$ cat src/rtl/half_adder_pkg.sv
// Shared defaults for the half_adder block: lane count and carry-event counter width.
package half_adder_pkg;

   localparam int unsigned HA_WIDTH_DEF = 32'd1;
   localparam int unsigned HA_CNT_W_DEF = 32'd16;

endpackage : half_adder_pkg

$ cat src/rtl/half_adder_cell.sv
// One-bit half adder lane: purely combinational sum and carry.
module half_adder_cell (
   input  logic a,
   input  logic b,
   output logic s,
   output logic c
);

   assign s = a ^ b;
   assign c = a & b;

endmodule : half_adder_cell

$ cat src/rtl/half_adder.sv
// Multi-lane half adder with combinational outputs, a registered copy qualified by IN_VALID,
// and a saturating counter of valid cycles that produced any carry.
module half_adder
   import half_adder_pkg::*;
#(
   parameter int unsigned WIDTH = HA_WIDTH_DEF,
   parameter int unsigned CNT_W = HA_CNT_W_DEF
) (
   input  logic             clk,
   input  logic             rst,
   input  logic [WIDTH-1:0] A,
   input  logic [WIDTH-1:0] B,
   input  logic             IN_VALID,
   output logic [WIDTH-1:0] SUM,
   output logic [WIDTH-1:0] COUNT,
   output logic [WIDTH-1:0] SUM_Q,
   output logic [WIDTH-1:0] COUNT_Q,
   output logic             OUT_VALID,
   output logic [CNT_W-1:0] CARRY_CNT
);

   localparam logic [CNT_W-1:0] CNT_MAX = '1;
   localparam logic [CNT_W-1:0] CNT_ONE = CNT_W'(1'b1);

   logic [WIDTH-1:0] sum_s;
   logic [WIDTH-1:0] count_s;
   logic             carry_any_s;

   logic [WIDTH-1:0] sum_d,   sum_q;
   logic [WIDTH-1:0] count_d, count_q;
   logic             valid_d, valid_q;
   logic [CNT_W-1:0] cnt_d,   cnt_q;

   // Lanes are fully independent; no carry chain between them.
   for (genvar i = 0; i < int'(WIDTH); i++) begin : g_lane
      half_adder_cell u_cell (
         .a (A[i]),
         .b (B[i]),
         .s (sum_s[i]),
         .c (count_s[i])
      );
   end

   assign carry_any_s = |count_s;

   // Next-state for captured result and the saturating carry-event counter.
   always_comb begin
      sum_d   = sum_q;
      count_d = count_q;
      cnt_d   = cnt_q;
      valid_d = IN_VALID;
      if (IN_VALID) begin
         sum_d   = sum_s;
         count_d = count_s;
         if (carry_any_s && (cnt_q != CNT_MAX)) begin
            cnt_d = cnt_q + CNT_ONE;
         end else begin
            cnt_d = cnt_q;
         end
      end else begin
         sum_d   = sum_q;
         count_d = count_q;
      end
   end

   // State registers; reset wins over any qualified capture in the same cycle.
   always_ff @(posedge clk) begin
      if (rst) begin
         sum_q   <= '0;
         count_q <= '0;
         valid_q <= 1'b0;
         cnt_q   <= '0;
      end else begin
         sum_q   <= sum_d;
         count_q <= count_d;
         valid_q <= valid_d;
         cnt_q   <= cnt_d;
      end
   end

   assign SUM       = sum_s;
   assign COUNT     = count_s;
   assign SUM_Q     = sum_q;
   assign COUNT_Q   = count_q;
   assign OUT_VALID = valid_q;
   assign CARRY_CNT = cnt_q;

endmodule : half_adder

$ cat config.mk
export PLATFORM = sky130hd
export DESIGN_NAME = half_adder
export DESIGN_NICKNAME = d
export VERILOG_FILES = /design/src/rtl/half_adder_pkg.sv /design/src/rtl/half_adder_cell.sv /design/src/rtl/half_adder.sv
export SDC_FILE = /design/constraint.sdc
export NUM_CORES = 1
export LEC_CHECK = 0
export BUFFER_PORTS_ARGS = -buffer_cell sky130_fd_sc_hd__buf_2
export CORE_MARGIN = 1.5
export CORE_UTILIZATION = 45
export DETAILED_ROUTE_END_ITERATION = 16
export PLACE_DENSITY_LB_ADDON = 0.2
export SYNTH_ARGS = -nofsm -noshare
export SYNTH_HDL_FRONTEND = slang
export SYNTH_SLANG_ARGS = --single-unit
export TNS_END_PERCENT = 1
$ cat constraint.sdc
create_clock -name clk -period 1.55 [get_ports clk]
set_input_delay 0.0775 -clock clk [delete_from_list [all_inputs] [get_ports clk]]
set_output_delay 0.0775 -clock clk [all_outputs]
set_load 0.02 [all_outputs]
==> results.yml <==
critical_path:
  crit_family: "simple AND/OR/NAND/NOR gates"
  crit_buf_inv: 0
  setup.worst_path.start_class: "register"
  cp.depth: 4
  cp_slowest_cell: "sky130_fd_sc_hd__or4_4"
  regToRegSetupSlack_ns: 0.002
  arrival_ns: 1.78
  setup.worst_path.class: "register to register"
  slowest_delay_ns: 0.57
  regToRegStartpoint: "CARRY_CNT[0]"
  critical_path.reg2reg.endpoint: "CARRY_CNT[15]"
  timing.critical_path.cells: "and4_4, nand4_1, or4_4, a21oi_2"
  crit_fanout: 5
  setup.worst_path.end_class: "register"
  worst-r2r-cell-count: 4
  worstPathRequired_ns: 1.78
logic_synthesis:
  compound_gate_portion_of_the_synthesized_area_pct: 16.0
  yosysSeqAreaShare_pct: 40.1
  synth_top_family_by_area: "simple AND/OR/NAND/NOR gates"
  synth_seq_cells: 19
  yosys.cell_types.count: 30
  synth_mux_area_share_pct: 4.88
  synth-xor-area-share_pct: 0.923
  ys.warnings.count: 0
  number_of_instances_in_the_synthesized_netlist: 107
  yosys.area_share.simple_pct: 31.9
  syn_area_sq_um: 948
  post_synth.cell_area_avg_sq_um: 8.86
  synthesis.nets: 114
  synth_fa_ha_area_share_pct: 2.64
power_and_ir_drop:
  report.power.total_uw: 798
  p_per_area_mw_per_mm2: 564
  switching_share_of_power_pct: 23.7
  p_clk_share_pct: 30.9
  p_int_uw: 609
  share_comb_of_total_power_pct: 8.0
  vdd.ir_drop.worst_mv: 0.573
  cellLeakagePower_nw: 0.615
  power.sequential.fraction_pct: 61.0
  switchingPower_uw: 189
place:
  port_buffers: 25
  cell_count_after_placement: 176
  detailedPlacementHpwl_um: 1690
  post_dp_cell_area_sq_mm: 0.00128
  finalWeightedCongestion: 0.750
  post_place_worst_slack_ns: -0.0330
global_routing:
  number_of_antenna_violations_at_the_first_check_in_global_routing: 0
  grt_pass1_wl_um: 3940
  grt_pass1_vias: 942
  track_usage_pct: 21.0
  largest_net_degree_at_the_start_of_global_routing: 23
  globalRouteOverflowTotal: 0
outcome:
  run_status: "finished clean"
routing:
  detail_route.vias_per_cell: 5.38
  detail_route.iter0.violations: 9
  ant_nets: 0
  first_pass_iters: 4
  remaining_drc_errors: 0
  wire_per_inst_um: 12.5
  route.final.wire_length_um: 2310
  dr_total_vias: 989
sta:
  clock-skew-final_ns: 0.00691
  grt_setup_unrepaired: "true"
  setup-violations-final: 0
  worst-slew-pin-transition_ns: 0.391
  fin_hold_ws_ns: 0.0797
  finalSetupTns_ns: 0
  maxSlewViolCount: 0
  final_worst_setup_slack_ns: 0.00214
  worst_slew_margin_rel_pct: 74.0
  final-hold-violation-count: 0
  maxClockFrequency_mhz: 646
  post-route-period-util_pct: 99.9
  final.min_clock_period_ns: 1.55
cts:
  cts.hold.buffers_added: 0
  cts_sinks: 19
  clk_path_buf_depth: 2
  cts_made_buffers: 3
  h_tree_lvl_count: 1
  clock_root_buffer_master: "sky130_fd_sc_hd__clkbuf_4"
  clock_tree_from_tritoncts: "built"
  clk_pin_slew_worst_paths_ns: 0.11
  clock_latency_ns: 0.29
floorplanning:
  placeableCoreArea_sq_mm: 0.00198
  floorplan.io_pins: 26
  die-area_sq_mm: 0.00239
  floorplan.die.height_um: 48.9
  initial_core_util_pct: 47.9
  std_cell_rows: 16
  die-width_um: 48.9
finish:
  syn_to_final_growth_pct: 49.1
  inserted_diodes: 0
  drive_above_1_share_pct: 55.4
  final_util_pct: 71.3
  multi_input_comb_area_sq_um: 603
  finish.cell_count_without_fillers: 184
  n_fill_cell: 167
  regArea_sq_um: 418
  finalInstanceArea_sq_mm: 0.00141
  most_used_cells_in_the_layout_excluding_fill_and_tap_cells: "sky130_fd_sc_hd__buf_2, sky130_fd_sc_hd__buf_4, sky130_fd_sc_hd__a21oi_1"
  finalNetCount: 165
  layout_commonest_cell: "sky130_fd_sc_hd__buf_2"
min_path:
  min_path_type: "input port to register"
  min-delay-start: "IN_VALID"
  min_delay_path_depth: 2
  hold-path-endpoint: "OUT_VALID"
job:
  drv_cap: 0
[per-layer routing]
metal  vias up  share of wire, %  track usage [%]
met3         4               3.8             4.29
met4         0               1.3             9.52
met2        26                50             38.4
met5         -                 0                0
li1        500                 -                -
met1       459                44             23.3
[worst max-delay path by stage]
stage | from | end | slack [ns]
after CTS | CARRY_CNT[8] | CARRY_CNT[13] | 0.006
final | CARRY_CNT[0] | CARRY_CNT[15] | 0.002
after global routing | CARRY_CNT[0] | CARRY_CNT[15] | -0.09
after floorplan | CARRY_CNT[9] | CARRY_CNT[3] | -0.03
after detailed placement | CARRY_CNT[0] | CARRY_CNT[9] | -0.03
after global placement | CARRY_CNT[0] | CARRY_CNT[13] | 0.02
[sequential cells by signal, summed over array words and instances, names as in the netlist]
signal     flops
COUNT_Q        1
OUT_VALID      1
SUM_Q          1
CARRY_CNT     16
[worst register-to-register path: stages (launching register included)]
cell and delay, ns:
sky130_fd_sc_hd__dfxtp_4 0.38, sky130_fd_sc_hd__and4_4 0.24, sky130_fd_sc_hd__nand4_1 0.18, sky130_fd_sc_hd__or4_4 0.57, sky130_fd_sc_hd__a21oi_2 0.12
[cells by family after synthesis]
logic type / count (synthesis)
simple gates: 51
xor+xnor: 1
buf+inv: 4
mux: 4
fa+ha+maj: 2
compound gates: 26
flops: 19
[Yosys cell counts, drive strengths merged]
library cell | count | share of area [%]
nor3 | 2 | 1.1
o21ai | 5 | 2.6
and2 | 1 | 0.66
a21oi | 14 | 7.8
nand2b | 3 | 2.0
dfxtp | 19 | 40
or4 | 5 | 4.0
nor2 | 6 | 2.4
mux2i | 2 | 2.1
clkbuf | 1 | 0.40
a31oi | 1 | 0.66
nand4 | 4 | 3.3
o31ai | 5 | 4.0
ha | 2 | 2.6
o2111ai | 1 | 0.92
buf | 3 | 3.2
or3 | 5 | 3.6
nand3 | 3 | 1.6
nand2 | 12 | 4.7
nor4 | 1 | 2.2
and3 | 4 | 2.6
nor2b | 3 | 2.0
mux2 | 2 | 2.8
and4 | 2 | 1.8
xor2 | 1 | 0.92
[what timing repair did]
action | CTS | global route
endpoints found under the setup margin | 6 | 8
pin swaps | 2 | 10
buffers inserted | 1 | 3
resized for setup | 4 | 14
endpoints found under the hold margin | 0 | 0
[power groups by stage]
| stage | combinational (mW) | clock [mW] | sequential (mW) |
|---|---|---|---|
| after floorplan | 0.0309 | 0 | 0.508 |
| after global placement | 0.0608 | 0 | 0.499 |
| after detailed placement | 0.0616 | 0 | 0.500 |
| after CTS | 0.0626 | 0.252 | 0.490 |
| after global routing | 0.0700 | 0.281 | 0.488 |
| final | 0.0639 | 0.247 | 0.487 |
[final cells by class]
class                      count  share of cell area, %
multi-input combinational     84                   42.7
sequential                    19                   29.6
clock buffer                   4                   1.86
timing repair buffer          50                   23.5
tap                           27                   2.39
Power figures use the tool's default switching activity.
